<file path="src/rtl/tx_fifo_serializer.sv">
// tx_fifo_serializer: buffered multi-lane serial transmitter for a router output port.
//
// Flits enter a DEPTH-entry FIFO through a valid/ready handshake. Each flit is then sent on
// LANES serial wires as one all-ones start beat followed by WIDTH/LANES data beats, LSB first.
// A frame is launched only from idle and only while the downstream channel is not busy.
//
// Optional feature macro: TX_PARITY_EN appends one even-parity beat per lane after the data.
//
// Ports:
//   clk_i           clock
//   reset_i         synchronous reset, active-high
//   in_valid_i      in_data_i is offered
//   in_ready_o      FIFO can accept this cycle
//   in_data_i       flit to transmit
//   channel_busy_i  downstream link occupied; only looked at when launching a frame
//   serial_out_o    serial beat, all zero when not transmitting
//   tx_active_o     a frame is on the wire
//   fifo_count_o    number of stored flits
module tx_fifo_serializer #(
   parameter int unsigned WIDTH = 8,
   parameter int unsigned LANES = 1,
   parameter int unsigned DEPTH = 4
) (
   input  logic                       clk_i,
   input  logic                       reset_i,
   input  logic                       in_valid_i,
   output logic                       in_ready_o,
   input  logic [WIDTH-1:0]           in_data_i,
   input  logic                       channel_busy_i,
   output logic [LANES-1:0]           serial_out_o,
   output logic                       tx_active_o,
   output logic [$clog2(DEPTH+1)-1:0] fifo_count_o
);

   localparam int unsigned Beats = WIDTH / LANES;
   localparam int unsigned BeatW = $clog2(Beats + 3);
   localparam int unsigned CntW  = $clog2(DEPTH + 1);
   localparam int unsigned PtrW  = (DEPTH > 1) ? $clog2(DEPTH) : 1;

   typedef enum logic {StIdle, StSend} state_e;

   logic [WIDTH-1:0] mem_q [DEPTH];
   logic [PtrW-1:0]  wr_ptr_q, rd_ptr_q;
   logic [CntW-1:0]  count_q;
   logic             push, pop;

   state_e           state_q;
   logic [WIDTH-1:0] shift_q;
   logic [BeatW-1:0] beat_q;
   logic [LANES-1:0] serial_q;
   logic             tx_active_q;
`ifdef TX_PARITY_EN
   logic [LANES-1:0] parity_q;
`endif

   function automatic logic [PtrW-1:0] next_ptr(input logic [PtrW-1:0] p);
      return (p == PtrW'(DEPTH - 1)) ? '0 : p + 1'b1;
   endfunction

   // in_ready depends only on the registered count, so a pop at full does not open the input.
   assign in_ready_o = ~reset_i & (count_q < CntW'(DEPTH));
   assign push       = in_valid_i & in_ready_o;
   // Launch pops the head; count_q only reflects earlier pushes, so there is no bypass.
   assign pop        = (state_q == StIdle) & (count_q != '0) & ~channel_busy_i;

   always_ff @(posedge clk_i) begin
      if (push) begin
         mem_q[wr_ptr_q] <= in_data_i;
      end
   end

   always_ff @(posedge clk_i) begin
      if (reset_i) begin
         wr_ptr_q <= '0;
         rd_ptr_q <= '0;
         count_q  <= '0;
      end else begin
         if (push) begin
            wr_ptr_q <= next_ptr(wr_ptr_q);
         end
         if (pop) begin
            rd_ptr_q <= next_ptr(rd_ptr_q);
         end
         case ({push, pop})
            2'b10:   count_q <= count_q + 1'b1;
            2'b01:   count_q <= count_q - 1'b1;
            default: count_q <= count_q;
         endcase
      end
   end

   // beat_q numbers the beat currently on the wire: 0 = start, 1..Beats = data, Beats+1 = parity.
   always_ff @(posedge clk_i) begin
      if (reset_i) begin
         state_q     <= StIdle;
         shift_q     <= '0;
         beat_q      <= '0;
         serial_q    <= '0;
         tx_active_q <= 1'b0;
`ifdef TX_PARITY_EN
         parity_q    <= '0;
`endif
      end else begin
         case (state_q)
            StIdle: begin
               if (pop) begin
                  shift_q     <= mem_q[rd_ptr_q];
                  beat_q      <= '0;
                  serial_q    <= '1;
                  tx_active_q <= 1'b1;
                  state_q     <= StSend;
`ifdef TX_PARITY_EN
                  parity_q    <= '0;
`endif
               end
            end
            StSend: begin
               if (beat_q < BeatW'(Beats)) begin
                  serial_q <= shift_q[LANES-1:0];
                  shift_q  <= shift_q >> LANES;
                  beat_q   <= beat_q + 1'b1;
`ifdef TX_PARITY_EN
                  parity_q <= parity_q ^ shift_q[LANES-1:0];
`endif
`ifdef TX_PARITY_EN
               end else if (beat_q == BeatW'(Beats)) begin
                  serial_q <= parity_q;
                  beat_q   <= beat_q + 1'b1;
`endif
               end else begin
                  serial_q    <= '0;
                  shift_q     <= '0;
                  beat_q      <= '0;
                  tx_active_q <= 1'b0;
                  state_q     <= StIdle;
               end
            end
            default: state_q <= StIdle;
         endcase
      end
   end

   assign serial_out_o = serial_q & {LANES{tx_active_q}};
   assign tx_active_o  = tx_active_q;
   assign fifo_count_o = count_q;

endmodule

</file>
<file path="config.mk">
export PLATFORM = sky130hd
export DESIGN_NAME = tx_fifo_serializer
export DESIGN_NICKNAME = d
export VERILOG_FILES = /design/src/rtl/tx_fifo_serializer.sv
export SDC_FILE = /design/constraint.sdc
export NUM_CORES = 1
export LEC_CHECK = 0
export ABC_AREA = 0
export CORE_ASPECT_RATIO = 1.1
export CORE_MARGIN = 2
export CORE_UTILIZATION = 61
export CTS_CLUSTER_SIZE = 12
export DETAILED_ROUTE_END_ITERATION = 10
export PLACE_DENSITY = 0.81
export REMOVE_ABC_BUFFERS = 1
export SLEW_MARGIN = 20
export SYNTH_ARGS = -nofsm -noshare
export SYNTH_HDL_FRONTEND = slang
export SYNTH_SLANG_ARGS = --single-unit
</file>
<file path="constraint.sdc">
create_clock -name clk_i -period 4.8 [get_ports clk_i]
set_input_delay 0.96 -clock clk_i [delete_from_list [all_inputs] [get_ports clk_i]]
set_output_delay 0.96 -clock clk_i [all_outputs]
set_load 0.01 [all_outputs]
</file>
==> flow_metrics.py, run 1 <==
metrics = {
    "clock_tree": {
        "cts_tree": "done",
        "cts_root_buf": "clkbuf_8",
        "clk_latency_ps": 310,
        "cts-resized-gates": 0,
        "cts.path.max_buffers": 2,
        "clkTransAtPathRegs_ps": 100,
        "holdBufCountCts": 0,
        "clock_sinks": 56,
        "postCtsSetupRepairBufs": 0,
        "numCtsBuffers": 5,
        "h-tree-depth": 2,
    },
    "power": {
        "p_clk_share_pct": 20.6,
        "p_leak_uw": 0.0009092,
        "power_frac_comb_pct": 27.0,
        "switchingPower_uw": 412.1,
        "power.internal_uw": 853.4,
        "swShare_pct": 32.57,
        "power.density_nw_per_um2": 485.3,
        "p_seq_share_pct": 52.4,
        "irDropWorstVdd_uv": 300.9,
    },
    "layout": {
        "layout.nets": 207,
        "n_antenna_cell": 0,
        "final_area_um2": 2608,
        "fillers": 280,
        "stdcell_count": 238,
        "drive_gt1_share_pct": 10.11,
        "final_cell_mix": "edfxtp_1 (32), dfxtp_1 (24), clkdlybuf4s50_1 (17)",
        "final_common_cell": "edfxtp_1",
        "synthToLayoutAreaGrowth_pct": 12.89,
    },
    "placement": {
        "place_congestion": 0.7704,
        "dpl_cell_area_um2": 2512,
        "dp.cells": 230,
        "place_hpwl_mm": 2.914,
        "io_buffers": 17,
    },
    "route": {
        "drt_iter0_markers": 92,
        "vias_per_cell": 6.084,
        "dr.pass1.iters": 4,
        "vias": 1448,
        "drc": 0,
        "wire_per_inst_um": 17.32,
        "antenna_left": 0,
        "wl_mm": 4.123,
    },
    "global_route": {
        "grt_pass1_vias": 1446,
        "grt_pass1_wl_mm": 6.782,
        "grt_max_degree": 22,
        "overflow": 0,
        "antenna_found_initial": 0,
        "grtUsageTotal_pct": 21.54,
    },
    "worst_setup_path": {
        "worstPathArrival_ps": 2480,
        "worstPathRequired_ps": 3840,
        "endpoint_kind": "primary output",
        "critical_path_class": "input pin to primary output",
        "worstPathMaxFanout": 21,
        "cp-start-kind": "input pin",
    },
    "sta": {
        "setup_viol": 0,
        "tns_ps": 0,
        "min_period_ps": 3442,
        "worst_pin_slew_ps": 690.0,
        "clock.fmax_mhz": 290.5,
        "rsz0062_at_grt": "no",
        "fin_skew_ps": 6.314,
        "hold_viol": 0,
        "period_share_pct": 71.71,
        "relSlewSlack_pct": 53.86,
        "finalMaxSlewViolations": 0,
    },
    "synthesis": {
        "synth-seq-cells": 56,
        "synth_cell_type_count": 36,
        "syn_area_um2": 2310,
        "avgSynthCellArea_um2": 13.67,
        "yosys_warnings": 0,
        "synth_top_family_by_area": "compound AO/OA/AOI/OAI gates",
        "synth_cells": 169,
        "synth_fa_ha_area_share_pct": 4.659,
        "ys_seq_area_share_pct": 62.41,
        "synth_mux_area_share_pct": 8.126,
        "synthXorXnorAreaFrac_pct": 0.7584,
        "yosys.area_share.simple_pct": 9.209,
        "synth_compound_area_share_pct": 11.92,
    },
    "floorplan": {
        "initial_core_util_pct": 63.70,
        "die-area_um2": 4295,
        "io_pins": 18,
        "design.core.area_um2": 3626,
        "rows": 23,
        "die_w_um": 62.67,
        "die_h_um": 68.54,
    },
    "run": {
        "drv_cap": 0,
    },
    "hold_path": {
        "worstHoldPathType": "register to register",
    },
    "outcome": {
        "outcome": "finished clean",
    },
}
[power by group through the flow]
stage / Combinational [uW] / Sequential, uW / Clock [uW]
2_1_floorplan: 234 / 653 / 0
4_1_cts: 343 / 661 / 268
3_5_place_dp: 340 / 671 / 0
3_3_place_gp: 323 / 663 / 0
5_1_grt: 380 / 674 / 285
6_report: 342 / 663 / 261
[area by class of cell]
class	instances	area, um2	share of cell area [%]
clock inverter	3	26.28	1.008
inverter	10	37.54	1.440
sequential	56	1441	55.28
multi-input combinational	97	800.8	30.71
clock buffer	5	68.82	2.639
tap	50	62.56	2.399
timing repair buffer	17	170.2	6.526
[registers in the layout (all words and copies together), names as in the netlist, named ones only]
name,count
mem_q,32
shift_q,8
beat_q,4
fifo_count_o,3
rd_ptr_q,2
wr_ptr_q,2
serial_q,1
state_q,1
tx_active_o,1
[routing by layer]
metal / vias up / share of wire (%) / track usage [%]
met5: - / 0 / 0
met4: 0 / 1.2 / 8.333
met3: 5 / 3.7 / 5.357
met2: 30 / 53 / 38.71
met1: 723 / 42 / 25.61
li1: 690 / - / -
[worst paths after layout]
| path | startpoint | endpoint | slack [ps] | depth (start not counted) |
|---|---|---|---|---|
| worst min register to register | tx_active_o | tx_active_o | 480 | 2 |
| worst max-delay path | reset_i | in_ready_o | 1360 | 3 |
| worst max register to register | fifo_count_o[2] | fifo_count_o[2] | 2290 | 9 |
| worst min-delay path | tx_active_o | tx_active_o | 480 | 2 |
[cell usage after synthesis]
master | instances | area share [%]
inv_1 | 10 | 1.6
o31ai_1 | 3 | 0.98
nand2_1 | 5 | 0.81
o21ai_0 | 4 | 0.87
and2_1 | 5 | 1.4
fa_1 | 1 | 0.87
clkbuf_1 | 3 | 0.49
edfxtp_1 | 32 | 42
or2_2 | 1 | 0.27
o211ai_1 | 3 | 0.98
a22o_1 | 1 | 0.38
mux2_2 | 6 | 2.9
nand4_1 | 2 | 0.54
buf_6 | 1 | 0.49
a21boi_1 | 1 | 0.33
ha_1 | 7 | 3.8
or3_1 | 3 | 0.81
nor3b_2 | 1 | 0.54
a221o_1 | 4 | 1.7
xor2_1 | 2 | 0.76
a21oi_1 | 11 | 2.4
nor2b_1 | 3 | 0.81
o311ai_0 | 1 | 0.38
nor2_1 | 8 | 1.3
o21a_1 | 1 | 0.33
nand2b_1 | 2 | 0.54
and4_1 | 4 | 1.5
a222oi_1 | 3 | 1.3
mux4_1 | 2 | 2.3
and3_1 | 1 | 0.27
mux4_2 | 3 | 2.9
a211oi_1 | 7 | 2.3
buf_1 | 2 | 0.33
dfxtp_1 | 24 | 21
nand3_1 | 1 | 0.22
nor3_1 | 1 | 0.22
[stage by stage]
stage / hold WS, ps / total power, uW / setup WS, ps / utilization (%)
after global placement: 467.8 / 986.2 / 1351 / 69.29
final: 481.9 / 1266 / 1358 / 71.91
after global routing: 522.4 / 1340 / 1252 / 71.91
after detailed placement: 465.9 / 1011 / 1315 / 69.29
after floorplan: 447.1 / 886.5 / 2240 / -
after CTS: 479.7 / 1273 / 1361 / 71.91
[kinds of logic (layout without fill, tap and decap cells)]
| kind of cell | count (synthesis) | count (layout) |
|---|---|---|
| compound gates | 39 | 39 |
| xor+xnor | 2 | 2 |
| fa+ha+maj | 8 | 8 |
| buf+inv | 16 | 35 |
| flops | 56 | 56 |
| mux | 11 | 11 |
| simple gates | 37 | 37 |
[critical path, cell delays in order]
cell,delay (ps)
clkdlybuf4s50_1,750
nor2_1,210
clkdlybuf4s50_1,560
Note: power is estimated with default switching activity, not from simulation.
==> inputs of run 2 (changes only) <==
Settings changed: CORE_UTILIZATION 61 to 57, PLACE_DENSITY 0.81 to 0.76.
Clock period 4.8 ns to 3.5 ns, I/O delays scaled along.
==> flow_metrics.py, run 2 (synthesis results as in run 1) <==
metrics = {
    "outcome": {
        "outcome": "finished clean",
    },
    "layout": {
        "regMostFlops": "mem_q",
        "largest_reg_flops": 32,
        "final_area_um2": 2610,
        "n_antenna_cell": 0,
        "drive_gt1_share_pct": 10.05,
        "final_common_cell": "edfxtp_1",
        "final_cell_mix": "edfxtp_1 (32), dfxtp_1 (24), clkdlybuf4s50_1 (17)",
        "synthToLayoutAreaGrowth_pct": 13.00,
        "largestRegisters": "mem_q: 32 flops, shift_q: 8 flops, beat_q: 4 flops",
        "layout.nets": 208,
    },
    "floorplan": {
        "die_w_um": 64.70,
        "die_h_um": 70.76,
        "design.core.area_um2": 3934,
        "die-area_um2": 4578,
        "io_pins": 18,
        "rows": 24,
        "initial_core_util_pct": 58.72,
    },
    "global_route": {
        "grt_pass1_vias": 1403,
        "grtUsageTotal_pct": 19.23,
        "overflow": 0,
        "antenna_found_initial": 0,
        "grt_pass1_wl_mm": 6.465,
        "grt_max_degree": 21,
    },
    "sta": {
        "worst_pin_slew_ps": 651.9,
        "setup_ws_ps": 680.6,
        "relSlewSlack_pct": 56.08,
        "fin_skew_ps": 7.470,
        "min_period_ps": 2819,
        "clock.fmax_mhz": 354.7,
        "period_share_pct": 80.56,
        "rsz0062_at_grt": "no",
        "setup_viol": 0,
        "hold_viol": 0,
        "finalMaxSlewViolations": 0,
        "tns_ps": 0,
    },
    "route": {
        "antenna_left": 0,
        "dr.pass1.iters": 4,
        "drt_iter0_markers": 114,
        "wire_per_inst_um": 16.50,
        "vias_per_cell": 5.797,
        "drc": 0,
        "wl_mm": 3.976,
        "vias": 1397,
    },
    "clock_tree": {
        "cts_root_buf": "clkbuf_8",
        "cts_tree": "done",
        "numCtsBuffers": 5,
        "clock_sinks": 56,
        "cts.path.max_buffers": 2,
        "postCtsSetupRepairBufs": 0,
        "clk_latency_ps": 310,
        "holdBufCountCts": 0,
        "cts-resized-gates": 0,
        "clkTransAtPathRegs_ps": 90,
        "h-tree-depth": 2,
    },
    "worst_setup_path": {
        "crit_family": "buffers and inverters",
        "critical_path_class": "input pin to register",
        "worstPathRequired_ps": 3740,
        "cp-start-kind": "input pin",
        "worstPathArrival_ps": 3060,
        "crit_path_max_incr_delay_ps": 520,
        "worstPathMaxFanout": 12,
        "cp_slowest_cell": "clkdlybuf4s50_1",
        "path_cells": "clkdlybuf4s50_1 > inv_1 > nand3_1 > inv_1 > ha_1 > inv_1 > fa_1 > xor2_1 > or3_1 > a21oi_1",
        "endpoint_kind": "register",
        "path_common_cell": "inv_1",
        "critPathBufInv": 4,
    },
    "placement": {
        "place_hpwl_mm": 2.819,
        "place_congestion": 0.8240,
        "pre_cts_slack_ps": 399.9,
        "dpl_cell_area_um2": 2522,
        "io_buffers": 17,
    },
    "power": {
        "irDropWorstVdd_uv": 336.2,
        "totalPowerFinal_uw": 1710,
        "p_leak_uw": 0.0009027,
        "power.density_nw_per_um2": 655.2,
    },
    "hold_path": {
        "worstHoldPathType": "register to register",
    },
    "run": {
        "drv_cap": 0,
    },
}
## run 2: cell count changes in the layout (fill, tap and decap cells not counted)
cell,previous run,this run
clkinvlp_4,0,2
inv_6,2,0
buf_4,0,1
clkinv_1,0,1
clkinv_4,1,0
## run 2: final cells by class
cell class                 count  area (um2)
clock inverter                 3       18.77
inverter                      10       37.54
sequential                    56        1441
clock buffer                   5       68.82
timing repair buffer          18       177.7
fill                         290        1324
tap                           52       65.06
multi-input combinational     97       800.8
## run 2: worst paths after layout
check             startpoint               to  slack [ps]  cells past startpoint
min              tx_active_o      tx_active_o         480                      2
max           channel_busy_i  fifo_count_o[2]         680                     10
min reg2reg      tx_active_o      tx_active_o         480                      2
max reg2reg  fifo_count_o[2]  fifo_count_o[2]        1060                      9
## run 2: through the flow
step                      util [%]  instances  hold slack [ps]
after floorplan                  -        163            447.1
after global placement       64.12        233            469.2
after CTS                    66.35        241            482.9
after detailed placement     64.12        233            469.9
after global routing         66.35        241            519.7
final                        66.35        241            484.0
## run 2: tightest hold or removal path, stage by stage (launching register included)
cell	delay, ps
dfxtp_1	330
nand2_1	60
a21oi_1	50
## run 2: power breakdown
part	internal (uW)	switching (uW)	leakage, uW
logic	223	250	0.000378
clock network	138	198	0.0000378
registers	801	99.6	0.000486
total	1160	548	0.000903
## run 2: per-layer routing
metal | up-vias | GRT usage (%) | routed length (um)
met5 | - | 0 | 0
met4 | 0 | 8.511 | 85
met2 | 21 | 31.37 | 2004
met3 | 11 | 5.246 | 131
met1 | 679 | 24.18 | 1754
li1 | 686 | - | -
==> inputs of run 3 (changes only) <==
Clock period 3.5 ns to 2.65 ns, I/O delays scaled along.
==> flow_metrics.py, run 3 (synthesis results as in run 1) <==
metrics = {
    "outcome": {
        "outcome": "finished clean",
    },
    "floorplan": {
        "io_pins": 18,
        "die-area_um2": 4578,
        "design.core.area_um2": 3934,
        "initial_core_util_pct": 58.72,
        "die_w_um": 64.70,
        "rows": 24,
        "die_h_um": 70.76,
    },
    "worst_setup_path": {
        "critical_path_class": "input pin to primary output",
        "worstPathArrival_ps": 1840,
        "r2r_slack_ps": 340,
        "r2r_cells": 9,
        "crit_path_max_incr_delay_ps": 540,
        "cp-start-kind": "input pin",
        "r2r_end": "fifo_count_o[2]",
        "worstPathMaxFanout": 20,
        "endpoint_kind": "primary output",
        "worstPathRequired_ps": 2120,
        "path_cells": "clkdlybuf4s50_1 > buf_4 > nor2_1 > clkdlybuf4s50_1",
        "crit_family": "buffers and inverters",
        "path_common_cell": "clkdlybuf4s50_1",
        "cp_slowest_cell": "clkdlybuf4s50_1",
        "critPathBufInv": 3,
        "r2r-start": "state_q",
    },
    "global_route": {
        "grt_pass1_wl_mm": 6.630,
        "grt_max_degree": 21,
        "grtUsageTotal_pct": 19.39,
        "grt_pass1_vias": 1385,
        "overflow": 0,
        "antenna_found_initial": 0,
    },
    "sta": {
        "min_period_ps": 2368,
        "period_share_pct": 89.37,
        "fin_skew_ps": 6.924,
        "finalMaxSlewViolations": 0,
        "worst_pin_slew_ps": 602.4,
        "rsz0062_at_grt": "no",
        "hold_viol": 0,
        "setup_ws_ps": 281.7,
        "relSlewSlack_pct": 59.53,
        "tns_ps": 0,
        "hold_ws_ps": 498.6,
        "setup_viol": 0,
        "clock.fmax_mhz": 422.2,
    },
    "route": {
        "drc": 0,
        "vias_per_cell": 5.890,
        "wl_mm": 3.953,
        "dr.pass1.iters": 5,
        "wire_per_inst_um": 16.13,
        "antenna_left": 0,
        "drt_iter0_markers": 180,
        "vias": 1443,
    },
    "placement": {
        "place_congestion": 0.8366,
        "dp.cells": 237,
        "io_buffers": 17,
        "place_hpwl_mm": 2.844,
        "pre_cts_slack_ps": 48.46,
    },
    "layout": {
        "final_cell_mix": "edfxtp_1 (32), dfxtp_1 (24), clkdlybuf4s50_1 (17)",
        "synthToLayoutAreaGrowth_pct": 14.30,
        "n_antenna_cell": 0,
        "layout.nets": 212,
        "largestRegisters": "mem_q: 32 flops, shift_q: 8 flops, beat_q: 4 flops",
        "final_common_cell": "edfxtp_1",
        "regMostFlops": "mem_q",
        "stdcell_count": 245,
        "drive_gt1_share_pct": 11.92,
        "fillers": 302,
        "largest_reg_flops": 32,
    },
    "run": {
        "drv_cap": 0,
    },
    "clock_tree": {
        "cts_tree": "done",
        "h-tree-depth": 2,
        "cts-resized-gates": 0,
        "holdBufCountCts": 0,
        "postCtsSetupRepairBufs": 0,
        "clock_sinks": 56,
        "clkTransAtPathRegs_ps": 90,
        "numCtsBuffers": 5,
        "clk_latency_ps": 300,
        "cts_root_buf": "clkbuf_8",
        "cts.path.max_buffers": 2,
    },
    "power": {
        "p_leak_uw": 0.0009226,
        "irDropWorstVdd_uv": 467.4,
        "power.density_nw_per_um2": 864.9,
    },
    "hold_path": {
        "min_to": "shift_q[2]",
        "min_from": "shift_q[2]",
        "hold_depth": 1,
        "worstHoldPathType": "register to register",
    },
}
run 3: through the flow:
step | instance area, um2 | utilization, % | power (uW)
after CTS | 2640 | 67.11 | 2291
final | 2640 | 67.11 | 2283
after floorplan | 2280 | - | 1606
after global routing | 2640 | 67.11 | 2426
after global placement | 2552 | 64.89 | 1814
after detailed placement | 2552 | 64.89 | 1850
run 3: layout make-up:
cell class | instances | area [um2] | share of cell area, %
Clock buffer | 5 | 68.82 | 2.607
Clock inverter | 3 | 18.77 | 0.7109
Multi-Input combinational cell | 97 | 800.8 | 30.33
Inverter | 10 | 37.54 | 1.422
Sequential cell | 56 | 1441 | 54.60
Tap cell | 52 | 65.06 | 2.464
Timing Repair Buffer | 22 | 207.7 | 7.867
run 3: how the worst max path moves through the flow:
stage / startpoint / end / slack (ps) / depth (start not counted)
CTS: reset_i / in_ready_o / 280 / 4
finish: reset_i / in_ready_o / 280 / 4
global placement: channel_busy_i / fifo_count_o[2] / 190 / 10
floorplan: fifo_count_o[2] / fifo_count_o[2] / 490 / 9
global route: state_q / fifo_count_o[2] / 160 / 9
detailed placement: channel_busy_i / fifo_count_o[2] / 50 / 10
run 3: per-layer routing:
metal	track usage, %	part of all wire (%)	vias up
li1	-	-	694
met1	24.15	42	697
met2	32.06	51	46
met3	6.041	5.2	6
met4	7.092	1.3	0
met5	0	0	-
run 3: power breakdown:
part	total [uW]	leakage (uW)	switching (uW)	internal [uW]
Clock	441	0.0000378	259	183
Combinational	648	0.000398	334	314
Sequential	1190	0.000486	137	1060
Total	2280	0.000923	729	1550
